[src/rtl/cmp_nibble_sequencer.sv]
// Drives one external 4-bit cascadable magnitude comparator a nibble per clock (LSB first)
// and returns the registered greater/less/equal verdict of two wide unsigned operands.
module cmp_nibble_sequencer #(
  parameter int NIBBLES = 4
) (
  input  logic                   clk,
  input  logic                   rst_n,
  input  logic                   start,
  input  logic [4*NIBBLES-1:0]   a_in,
  input  logic [4*NIBBLES-1:0]   b_in,
  output logic [3:0]             cmp_a,
  output logic [3:0]             cmp_b,
  output logic                   cmp_gt_in,
  output logic                   cmp_lt_in,
  output logic                   cmp_eq_in,
  input  logic                   cmp_gt,
  input  logic                   cmp_lt,
  input  logic                   cmp_eq,
  output logic                   busy,
  output logic                   done,
  output logic                   result_gt,
  output logic                   result_lt,
  output logic                   result_eq,
  output logic                   err,
  output logic [1:0]             dbgState
);

  localparam int W = 4 * NIBBLES;

  // Handshake: start is a level request taken only on an edge where the block is IDLE
  // (busy low); while busy it is ignored, and done is a one-cycle strobe with results held after.
  typedef enum logic [1:0] {
    IDLE = 2'd0,
    RUN  = 2'd1,
    DONE = 2'd2
  } stateT;

  stateT        state;
  stateT        nextState;
  logic [W-1:0] aShadow;
  logic [W-1:0] bShadow;
  logic [3:0]   idx;
  logic [2:0]   cascade;
  logic [2:0]   resultReg;
  logic         errReg;
  logic [2:0]   captured;
  logic         capturedOneHot;
  logic         lastNibble;
  logic [3:0]   aNib;
  logic [3:0]   bNib;

  assign captured       = {cmp_gt, cmp_lt, cmp_eq};
  assign capturedOneHot = (captured == 3'b100) || (captured == 3'b010) || (captured == 3'b001);
  assign lastNibble     = (idx == 4'(NIBBLES - 1));
  assign aNib           = 4'(aShadow >> {idx, 2'b00});
  assign bNib           = 4'(bShadow >> {idx, 2'b00});

  always_ff @(posedge clk) begin
    if (!rst_n) state <= IDLE;
    else        state <= nextState;
  end

  always_comb begin
    nextState = state;
    cmp_a     = 4'd0;
    cmp_b     = 4'd0;
    {cmp_gt_in, cmp_lt_in, cmp_eq_in} = 3'b001;
    busy      = 1'b0;
    done      = 1'b0;
    case (state)
      IDLE: if (start) nextState = RUN;
      RUN: begin
        busy  = 1'b1;
        cmp_a = aNib;
        cmp_b = bNib;
        {cmp_gt_in, cmp_lt_in, cmp_eq_in} = cascade;
        if (lastNibble) nextState = DONE;
      end
      DONE: begin
        busy      = 1'b1;
        done      = 1'b1;
        nextState = IDLE;
      end
      default: nextState = IDLE;
    endcase
  end

  // A malformed comparator triple is propagated untouched; err only records that it happened.
  always_ff @(posedge clk) begin
    if (!rst_n) begin
      aShadow   <= '0;
      bShadow   <= '0;
      idx       <= '0;
      cascade   <= 3'b001;
      resultReg <= 3'b000;
      errReg    <= 1'b0;
    end else begin
      case (state)
        IDLE: if (start) begin
          aShadow <= a_in;
          bShadow <= b_in;
          idx     <= '0;
          cascade <= 3'b001;
          errReg  <= 1'b0;
        end
        RUN: begin
          cascade <= captured;
          errReg  <= errReg | ~capturedOneHot;
          idx     <= idx + 4'd1;
          if (lastNibble) resultReg <= captured;
        end
        default: ;
      endcase
    end
  end

  assign {result_gt, result_lt, result_eq} = resultReg;
  assign err      = errReg;
  assign dbgState = state;

endmodule

[config.mk]
export PLATFORM = sky130hd
export DESIGN_NAME = cmp_nibble_sequencer
export DESIGN_NICKNAME = d
export VERILOG_FILES = /design/src/rtl/cmp_nibble_sequencer.sv
export SDC_FILE = /design/constraint.sdc
export NUM_CORES = 1
export LEC_CHECK = 0
export CAP_MARGIN = 20
export CORE_UTILIZATION = 45
export CTS_BUF_LIST = sky130_fd_sc_hd__clkbuf_8
export CTS_CLUSTER_DIAMETER = 60
export DETAILED_ROUTE_END_ITERATION = 8
export GPL_TIMING_DRIVEN = 0
export PLACE_DENSITY = 0.87
export SYNTH_ARGS = -nofsm -noshare
export SYNTH_HDL_FRONTEND = slang
export SYNTH_SLANG_ARGS = --single-unit
export TNS_END_PERCENT = 30
[constraint.sdc]
create_clock -name clk -period 2.45 [get_ports clk]
set_input_delay 0.3675 -clock clk [delete_from_list [all_inputs] [get_ports clk]]
set_output_delay 0.3675 -clock clk [all_outputs]
set_load 0.01 [all_outputs]
# Word level (Yosys, flattened, before mapping)
# Index checks and enable logic that the tools add are counted.
# Widths: inputs -> output; s select.
# totals
reg_bits,45
inputBits,38
out_inout_bits,19
wordCells,45
# op_classes
n_addsub,1
eq_ne,8
shift,2
muxes,16
n_bitwise,2
n_reduce_logical,9
# ops
operator,count
$shr 16x6->4,2
$mux 4,3
$pmux 4 s2,1
$reduce_and 2->1,4
$mux 1,6
$pmux 3 s2,1
$add 4x1->4 const B,1
$eq 4x2->1 const B,1
$mux 2,2
$ne 2x2->1 const B,2
$pmux 2 s2,1
$eq 3x1->1 const B,1
$eq 3x2->1 const B,1
$eq 3x3->1 const B,1
$mux 3,1
$eq 2x1->1 const B,1
$eq 2x2->1 const B,1
$logic_not 2->1,1
$logic_or 1x1->1,2
$pmux 1 s2,1
$reduce_bool 2->1,1
$reduce_or 2->1,1
$not 1->1,1
$or 1x1->1,1

# Longest topological paths before layout
# Gate-level depths: netlist of the first run.
# depth
word_depth,6
ltp_mapped,7
depth_no_buf,5

# Worst setup path after synthesis of the first run
# No wires, ideal clock.
# synth_timing
path_type,register -> output
start,register idx[0]
end,output port cmp_a[0]
arrival_ns,1.261
t_required_ns,2.082
setup_slack_ns,0.821
stages_incl_launch_ff,4
path_buffers,1
cell_sequence,dfxtp_1 > buf_4 > mux4_2 > and3_1
# synth_via
elab_chain_len,2
# synth_rtl
item,line,text
from (decl),42,logic [3:0] idx;
from (signal assigned),109,idx <= idx + 4'd1;
$shr 16x6->4,55,"assign aNib = 4'(aShadow >> {idx, 2'b00});"
$mux 4,70,case (state)
to (decl),11,"output logic [3:0] cmp_a,"
# No other way between the ends.

# Worst setup path in the final report of the first run
# layout_timing
start,register idx[0]
end,output port cmp_b[0]
# layout_via
elab_chain_len,2
# layout_rtl
item,line,text
$shr 16x6->4,56,"assign bNib = 4'(bShadow >> {idx, 2'b00});"
$mux 4,70,
to (decl),12,"output logic [3:0] cmp_b,"
# No other way between the ends.

==> impl_metrics.csv, run 1 <==
group,metric,value,unit
run_status,status,"finished, final reports clean",
floorplan,die_area,4870,um2
floorplan,ios,57,
power_and_ir_drop,p_int,0.00130,W
floorplan,start_util,0.471,
finish,layout_commonest_cell,"nand2_1",
global_routing,first_global_vias,1881,
placement,io_buffers,55,
yosys,synthesis.area,2070,um2
finish,final_cell_mix,"nand2_1 (72), clkdlybuf4s50_1 (55), dfxtp_1 (44)",
floorplan,rows,24,
timing,clock_skew,5.48,ps
setup_path,critPathRequiredTime,2080,ps
finish,fin_nets,339,
timing,slew_violations,0,
placement,place_ws,106,ps
clock_network,cts-root-buf,"clkbuf_8",
floorplan,die_h,69.8,um
yosys,ys_warn_count,0,
detailed_routing,drt_wl_total,4790,um
timing,worst_slack,65.2,ps
power_and_ir_drop,p_switching,0.000483,W
timing,fin_crit_sh,0.973,
clock_network,clk_latency,300,ps
setup_path,worst-setup-path-type,"register to output pin",
power_and_ir_drop,swShare,0.271,
power_and_ir_drop,seqPwrFrac,0.462,
setup_path,cp-start-kind,"register",
detailed_routing,drtIter0Drc,142,
finish,layout-drive-gt1-share,0.0875,
power_and_ir_drop,clockPowerShare,0.304,
detailed_routing,vias_per_cell,5.27,
setup_path,r2r_cells,6,
detailed_routing,wire_per_inst,13.7,um
finish,multi_input_area,1060,um2
floorplan,die_w,69.8,um
detailed_routing,via_count,1840,
clock_network,cts_sinks,45,
global_routing,grt_antenna_before_repair,0,
timing,setup-tns-final,0,ps
power_and_ir_drop,p_comb_frac,0.234,
yosys,syn_nets,277,
yosys,synth_cells,235,
clock_network,cts_tree,"done",
global_routing,overflow,0,
floorplan,core,4380,um2
setup_path,r2r-end,"aShadow[5]",
min_path,hold_path.class,"input pin to register",
yosys,avgSynthCellArea,8.80,um2
clock_network,clkTransAtPathRegs,80,ps
finish,seq_area,905,um2
yosys,yosysSeqAreaShare,0.436,
global_routing,grt_pass1_wl,8320,um
global_routing,grtUsageTotal,0.217,
setup_path,reg2reg_from,"dbgState[1]",
finish,fillers,366,
power_and_ir_drop,powerDensity,635,nW/um2
global_routing,grt_max_degree,20,
setup_path,reg2reg_slack,740,ps
timing,finalSetupViolations,0,
setup_path,arrival,2020,ps
detailed_routing,firstDrtPassIters,4,
timing,slew_headroom,0.611,
detailed_routing,antenna_left,0,
run,maxCapViolations,0,
setup_path,crit_path_end,"cmp_b[0]",
placement,place_congestion,0.842,
timing,min_period,2380,ps
setup_path,critPathLaunch,"idx[0]",
power_and_ir_drop,leakage,1.07,nW
yosys,synth.distinct_cells,27,
setup_path,critPathCaptureType,"output pin",
power_and_ir_drop,ir_drop,0.000359,V
finish,n_antenna_cell,0,
yosys,yosys_register_bits,45,
clock_network,clock_path_buffers,2,
timing,finalHoldViolations,0,
setup_path,crit_fanout,8,
timing,worst_pin_slew,581,ps
finish,areaGrowthSynthToFinish,35.7,%
clock_network,cts_buffers,5,
detailed_routing,post-route-drc-count,0,
timing,fmax,419,MHz
clock_network,cts_max_level,2,
placement,dp_hpwl,3450,um
[cell usage after synthesis]
cell	n	share of area
a211o_1	1	0.0042
a21boi_0	27	0.098
a21boi_1	6	0.022
a21oi_1	5	0.012
a2bb2oi_1	1	0.0042
a32o_1	1	0.0048
a32oi_1	3	0.013
and2_1	3	0.0091
and3_1	8	0.024
and4bb_2	1	0.0061
buf_2	6	0.015
buf_4	1	0.0036
clkbuf_1	9	0.016
dfxtp_1	45	0.44
ha_1	4	0.024
inv_1	8	0.015
mux2i_2	1	0.0067
mux4_2	8	0.087
nand2_1	72	0.13
nand3_1	4	0.0097
nor2_1	2	0.0036
nor2b_1	4	0.012
nor3b_1	2	0.0073
o21ai_0	8	0.019
or2b_1	1	0.0036
or3_1	3	0.0091
xor2_1	1	0.0042
[power by group through the flow]
stage,logic (W),clock network (W),registers (W)
floorplan,0.000244,0,0.000833
global placement,0.000400,0,0.000835
CTS,0.000415,0.000547,0.000822
global route,0.000459,0.000581,0.000832
detailed placement,0.000410,0,0.000838
finish,0.000417,0.000541,0.000823
[cell type report]
type | instances | share of cell area
clock buffers | 5 | 0.0245
inverters | 8 | 0.0107
clock inverters | 2 | 0.0125
well taps | 52 | 0.0232
plain buffers | 15 | 0.0277
flip-flops and latches | 45 | 0.323
multi-input cells | 166 | 0.380
repair buffers | 56 | 0.199
[metrics by stage]
stage	power [W]	hold WS, ps	instances	utilization	instance area [um2]
after floorplan	0.00108	432	235	-	2070
after global placement	0.00124	438	342	0.612	2680
after detailed placement	0.00125	445	342	0.612	2680
after CTS	0.00178	416	349	0.638	2800
after global routing	0.00187	432	349	0.640	2800
final	0.00178	417	349	0.640	2800
[worst max-delay path, cell delays in order, from the launching register on]
cell,delay [ps]
dfxtp_4,380
buf_8,150
mux4_2,490
and3_1,200
clkdlybuf4s50_1,480
[flip-flops by register name (all words and copies together), names as in the netlist]
register / cells
aShadow: 16
bShadow: 16
idx: 4
cascade: 3
resultReg: 3
dbgState: 2
err: 1
[what timing repair did]
| action | 4_1_cts | 5_1_grt |
|---|---|---|
| pin swaps | 0 | 0 |
| resized for setup | 2 | 3 |
| endpoints found under the setup margin | 10 | 8 |
| buffers inserted | 1 | 0 |
| hold buffers | 0 | 0 |
[layer usage]
| layer | track usage | part of all wire | up-vias | wire (um) |
|---|---|---|---|---|
| met5 | 0 | 0 | - | 0 |
| met4 | 0.102 | 0.025 | 0 | 120 |
| met3 | 0.0494 | 0.044 | 12 | 210 |
| met2 | 0.370 | 0.49 | 56 | 2360 |
| met1 | 0.259 | 0.44 | 858 | 2100 |
| li1 | - | - | 914 | - |
[cells by family after synthesis]
group | Yosys count | share of synthesized area
flops | 45 | 0.436
simple gates | 100 | 0.215
buf+inv | 24 | 0.0490
fa+ha+maj | 4 | 0.0242
compound gates | 52 | 0.177
mux | 9 | 0.0938
xor+xnor | 1 | 0.00424
[worst min-delay path by stage]
| stage | cells after the start | from | to |
|---|---|---|---|
| 2_1_floorplan | 2 | bShadow[10] | bShadow[10] |
| 3_3_place_gp | 2 | err | err |
| 3_5_place_dp | 2 | bShadow[6] | bShadow[6] |
| 4_1_cts | 2 | rst_n | cascade[0] |
| 5_1_grt | 2 | rst_n | cascade[0] |
| 6_report | 2 | rst_n | cascade[0] |
(Power assumes the default switching activity.)
==> run 2: changes to the inputs <==
==> constraint.sdc (replaced) <==
create_clock -name clk -period 2.45 [get_ports clk]
set_input_delay 0.49 -clock clk [delete_from_list [all_inputs] [get_ports clk]]
set_output_delay 0.49 -clock clk [all_outputs]
set_load 0.01 [all_outputs]
==> run 2 against run 1 <==
Against the previous run:
- combinational power grew 3%
- routed wire length is 2.4% higher
- critical path depth grew 2
- global-route usage rose by 0.62 points
- sequential cell count stayed put
- worst setup slack gained 26 ps
- final cell count rose by 0.29%
- highest routed layer unchanged
==> impl_metrics.csv, run 2 (same netlist as run 1, synthesis figures left out) <==
group,metric,value,unit
timing,worst_slack,91.4,ps
power_and_ir_drop,p_comb_frac,0.240,
floorplan,rows,24,
global_routing,overflow,0,
clock_network,clock_path_buffers,2,
clock_network,cts-root-buf,"clkbuf_8",
detailed_routing,post-route-drc-count,0,
power_and_ir_drop,powerDensity,635,nW/um2
setup_path,reg2reg_slack,720,ps
setup_path,r2r_cells,6,
power_and_ir_drop,clockPowerShare,0.302,
finish,n_antenna_cell,0,
detailed_routing,antenna_left,0,
setup_path,cpLargestDelayFamily,"buffers and inverters",
timing,min_period,2360,ps
power_and_ir_drop,ir_drop,0.000359,V
setup_path,path_buf_inv,4,
finish,layout-drive-gt1-share,0.0973,
detailed_routing,via_count,1847,
setup_path,critPathCaptureType,"output pin",
global_routing,grtUsageTotal,0.224,
floorplan,die_w,69.8,um
timing,fmax,424,MHz
setup_path,critPathRequiredTime,1960,ps
finish,postLayoutCoreUtil,0.644,
finish,layout_commonest_cell,"nand2_1",
setup_path,cp-start-kind,"register",
clock_network,cts_buffers,5,
timing,hold_ws,455,ps
clock_network,cts_tree,"done",
floorplan,ios,57,
timing,finalSetupViolations,0,
floorplan,die_area,4870,um2
setup_path,slowest_delay,530,ps
global_routing,grt_antenna_before_repair,0,
clock_network,cts_sinks,45,
finish,fin_nets,340,
placement,io_buffers,55,
timing,worst_pin_slew,532,ps
setup_path,slowest_stage,"clkdlybuf4s50_1",
power_and_ir_drop,swShare,0.272,
finish,final_cell_mix,"nand2_1 (72), clkdlybuf4s50_1 (46), dfxtp_1 (44)",
setup_path,crit_fanout,10,
finish,reg_top3,"aShadow x16, bShadow x16, idx x4",
power_and_ir_drop,p_switching,0.000487,W
min_path,min-delay-start,"bShadow[6]",
clock_network,clk_latency,300,ps
global_routing,grt_pass1_wl,8530,um
floorplan,start_util,0.471,
setup_path,reg2reg_from,"dbgState[1]",
finish,areaGrowthSynthToFinish,36.7,%
placement,place_ws,-16.8,ps
min_path,hold_path.class,"register to register",
run_status,status,"finished, final reports clean",
detailed_routing,drtIter0Drc,154,
setup_path,path_cells,"inv_1 -> ha_2 -> buf_6 -> clkbuf_8 -> nand2_1 -> clkdlybuf4s50_1",
global_routing,grt_max_degree,14,
setup_path,worst-setup-path-type,"register to output pin",
floorplan,core,4380,um2
clock_network,cts_max_level,2,
timing,rsz0062_at_grt,"false",
timing,slew_violations,0,
power_and_ir_drop,power,0.00179,W
power_and_ir_drop,seqPwrFrac,0.459,
timing,clock_skew,3.02,ps
setup_path,r2r-end,"aShadow[5]",
clock_network,clkTransAtPathRegs,80,ps
global_routing,first_global_vias,1883,
power_and_ir_drop,p_int,0.00131,W
setup_path,arrival,1870,ps
min_path,holdPathEnd,"bShadow[6]",
detailed_routing,drt_wl_total,4900,um
timing,finalHoldViolations,0,
run,maxCapViolations,0,
timing,fin_crit_sh,0.963,
detailed_routing,firstDrtPassIters,4,
min_path,min_path_cells,2,
placement,place_congestion,0.842,
placement,dp_hpwl,3450,um
floorplan,die_h,69.8,um
power_and_ir_drop,leakage,1.14,nW
detailed_routing,wire_per_inst,14.0,um
timing,slew_headroom,0.639,
detailed_routing,vias_per_cell,5.28,
## run 2: repair_timing
action,CTS,global route
pin swaps,0,0
endpoints found under the setup margin,10,4
endpoints found under the hold margin,0,0
gates resized for setup,16,5
hold buffers,0,0
buffers inserted,1,0
## run 2: power groups by stage
stage / Sequential (W) / Clock (W) / Combinational, W
after floorplan: 0.000833 / 0 / 0.000244
after global placement: 0.000835 / 0 / 0.000400
after detailed placement: 0.000838 / 0 / 0.000410
after CTS: 0.000823 / 0.000547 / 0.000426
after global routing: 0.000832 / 0.000582 / 0.000472
final: 0.000823 / 0.000541 / 0.000430
## run 2: worst register-to-register path, delay by kind of cell, from the launching register on
kind	cells	cell delay [ps]
simple gates	2	320
flops	1	380
buf+inv	2	480
compound gates	1	210
fa+ha+maj	1	260
## run 2: worst max path at each step
stage	start	end	depth (start not counted)
CTS	dbgState[1]	cmp_gt_in	6
global placement	dbgState[1]	cmp_a[1]	6
detailed placement	dbgState[1]	cmp_b[0]	6
finish	dbgState[1]	cmp_eq_in	6
global route	dbgState[1]	cmp_eq_in	6
floorplan	idx[0]	cmp_a[0]	3
## run 2: cell type report
class,count,area (um2)
well taps,52,65.1
multi-input cells,166,1070
plain buffers,16,97.6
fillers,367,1560
repair buffers,56,554
flip-flops and latches,45,905
inverters,8,30.0
clock buffers,5,68.8
clock inverters,2,35.0
## run 2: layer usage
metal,routed length [um],vias up,GRT usage,part of all wire
li1,-,916,-,-
met1,2120,866,0.274,0.43
met2,2450,54,0.373,0.50
met3,241,11,0.0465,0.049
met4,99,0,0.109,0.020
met5,0,-,0,0
## run 2: stage by stage
step	setup TNS [ps]	instance area (um2)	instances
finish	0	2830	350
global route	0	2830	350
CTS	0	2810	350
detailed placement	-68.8	2680	342
global placement	-56.0	2680	342
floorplan	0	2070	235
==> run 3: changes to the inputs <==
==> constraint.sdc (replaced) <==
create_clock -name clk -period 2.7 [get_ports clk]
set_input_delay 0.54 -clock clk [delete_from_list [all_inputs] [get_ports clk]]
set_output_delay 0.54 -clock clk [all_outputs]
set_load 0.01 [all_outputs]
==> run 3 against run 2 <==
Against the previous run:
- clock power is 8.7% lower
- critical path depth is 2 lower
- sequential power is 9.4% lower
- global-route usage is 0.68 points lower
- largest power group unchanged
- non-clock buffer count is 2 lower
- via count is 0.22% lower
- combinational power is 13% lower
- register-to-register slack better by 270 ps
- hold slack better by 0.53 ps
- first-iteration DRC count is 7.1% higher
- sequential cell count stayed put
- largest cell class unchanged
- worst setup slack better by 40 ps
==> impl_metrics.csv, run 3 (same netlist as run 1, synthesis figures left out) <==
group,metric,value,unit
finish,layout_commonest_cell,"nand2_1",
power_and_ir_drop,powerDensity,578,nW/um2
timing,slew_violations,0,
finish,postLayoutCellArea,2790,um2
finish,reg_top3,"aShadow x16, bShadow x16, idx x4",
run_status,status,"finished, final reports clean",
floorplan,ios,57,
floorplan,die_area,4870,um2
timing,setup-tns-final,0,ps
setup_path,critPathCaptureType,"output pin",
finish,postLayoutCoreUtil,0.636,
clock_network,clk_latency,300,ps
finish,areaGrowthSynthToFinish,34.9,%
clock_network,post-cts-setup-buffers,0,
global_routing,grt_antenna_before_repair,0,
detailed_routing,firstDrtPassIters,4,
detailed_routing,vias_per_cell,5.30,
finish,fin_nets,338,
timing,fin_crit_sh,0.951,
clock_network,cts_tree,"done",
power_and_ir_drop,p_int,0.00117,W
power_and_ir_drop,ir_drop,0.000330,V
placement,place_area,2680,um2
timing,min_period,2570,ps
power_and_ir_drop,swShare,0.273,
run,maxCapViolations,0,
setup_path,worst-setup-path-type,"register to output pin",
timing,worst_slack,131,ps
detailed_routing,via_count,1843,
setup_path,cp-start-kind,"register",
clock_network,cts_sinks,45,
finish,final_cell_mix,"nand2_1 (72), clkdlybuf4s50_1 (55), dfxtp_1 (44)",
global_routing,grt_pass1_wl,8300,um
timing,finalSetupViolations,0,
setup_path,critPathRequiredTime,2160,ps
setup_path,path_cells,"buf_6 -> mux4_2 -> and3_1 -> clkdlybuf4s50_1",
timing,fmax,389,MHz
setup_path,arrival,2030,ps
finish,n_antenna_cell,0,
placement,place_ws,183,ps
power_and_ir_drop,seqPwrFrac,0.463,
timing,finalHoldViolations,0,
detailed_routing,wire_per_inst,13.8,um
floorplan,core,4380,um2
power_and_ir_drop,p_comb_frac,0.231,
detailed_routing,antenna_left,0,
detailed_routing,drt_wl_total,4790,um
setup_path,path_buf_inv,2,
clock_network,cts_buffers,5,
detailed_routing,post-route-drc-count,0,
floorplan,die_h,69.8,um
global_routing,grt_max_degree,20,
timing,clock_skew,5.15,ps
global_routing,grtUsageTotal,0.217,
global_routing,first_global_vias,1863,
power_and_ir_drop,leakage,1.06,nW
setup_path,cpLargestDelayFamily,"buffers and inverters",
placement,dp_hpwl,3450,um
min_path,hold_path.class,"register to register",
setup_path,slowest_delay,500,ps
setup_path,crit_fanout,10,
clock_network,clock_path_buffers,2,
global_routing,overflow,0,
setup_path,slowest_stage,"mux4_2",
power_and_ir_drop,clockPowerShare,0.307,
clock_network,clkTransAtPathRegs,80,ps
clock_network,cts-root-buf,"clkbuf_8",
floorplan,rows,24,
clock_network,cts_max_level,2,
timing,worst_pin_slew,602,ps
timing,hold_ws,456,ps
timing,rsz0062_at_grt,"false",
timing,slew_headroom,0.597,
power_and_ir_drop,p_switching,0.000439,W
placement,place_congestion,0.842,
floorplan,die_w,69.8,um
placement,io_buffers,55,
detailed_routing,drtIter0Drc,165,
finish,layout-drive-gt1-share,0.0845,
floorplan,start_util,0.471,
==> run 3: cell types whose count changed in the layout (fill, tap and decap cells not counted), sizes merged <==
cell | before | now
clkdlybuf4s50 | 46 | 55
dlygate4sd2 | 7 | 0
clkbuf | 15 | 13
dlymetal6s2s | 2 | 0
==> run 3: worst min-delay path: stages, from the launching register on <==
cell,delay [ps]
dfxtp_1,310
nand2_1,50
a21boi_1,50
==> run 3: area by class of cell <==
class / count / area [um2]
Buffer: 15 / 71.3
Clock buffer: 5 / 68.8
Clock inverter: 2 / 35.0
Fill cell: 368 / 1600
Inverter: 8 / 30.0
Multi-Input combinational cell: 166 / 1060
Sequential cell: 45 / 902
Tap cell: 52 / 65.1
Timing Repair Buffer: 55 / 551
==> run 3: power groups by stage <==
stage / sequential [W] / clock [W] / combinational (W)
2_1_floorplan: 0.000756 / 0 / 0.000222
3_3_place_gp: 0.000758 / 0 / 0.000363
3_5_place_dp: 0.000761 / 0 / 0.000372
4_1_cts: 0.000745 / 0.000496 / 0.000372
5_1_grt: 0.000754 / 0.000527 / 0.000410
6_report: 0.000746 / 0.000494 / 0.000372
==> run 3: final timing paths <==
kind | from | to | slack, ps | cells past startpoint
max | idx[0] | cmp_a[1] | 130 | 4
min | bShadow[6] | bShadow[6] | 460 | 2
max reg2reg | dbgState[1] | aShadow[5] | 990 | 6
min reg2reg | bShadow[6] | bShadow[6] | 460 | 2
==> run 3: layer usage <==
layer	vias to the layer above	track usage	wire, um
li1	911	-	-
met1	867	0.263	2130
met2	56	0.370	2370
met3	9	0.0451	205
met4	0	0.0956	93
met5	-	0	0
==> run 3: stage by stage <==
step                std cells  total power (W)
finish                    348          0.00161
detailed placement        342          0.00113
CTS                       348          0.00161
global route              348          0.00169
global placement          342          0.00112
floorplan                 235         0.000978
==> run 3: repair_timing <==
| item | 4_1_cts | 5_1_grt |
|---|---|---|
| resized for setup | 0 | 2 |
| hold buffers | 0 | 0 |
| setup endpoints to repair | 9 | 7 |
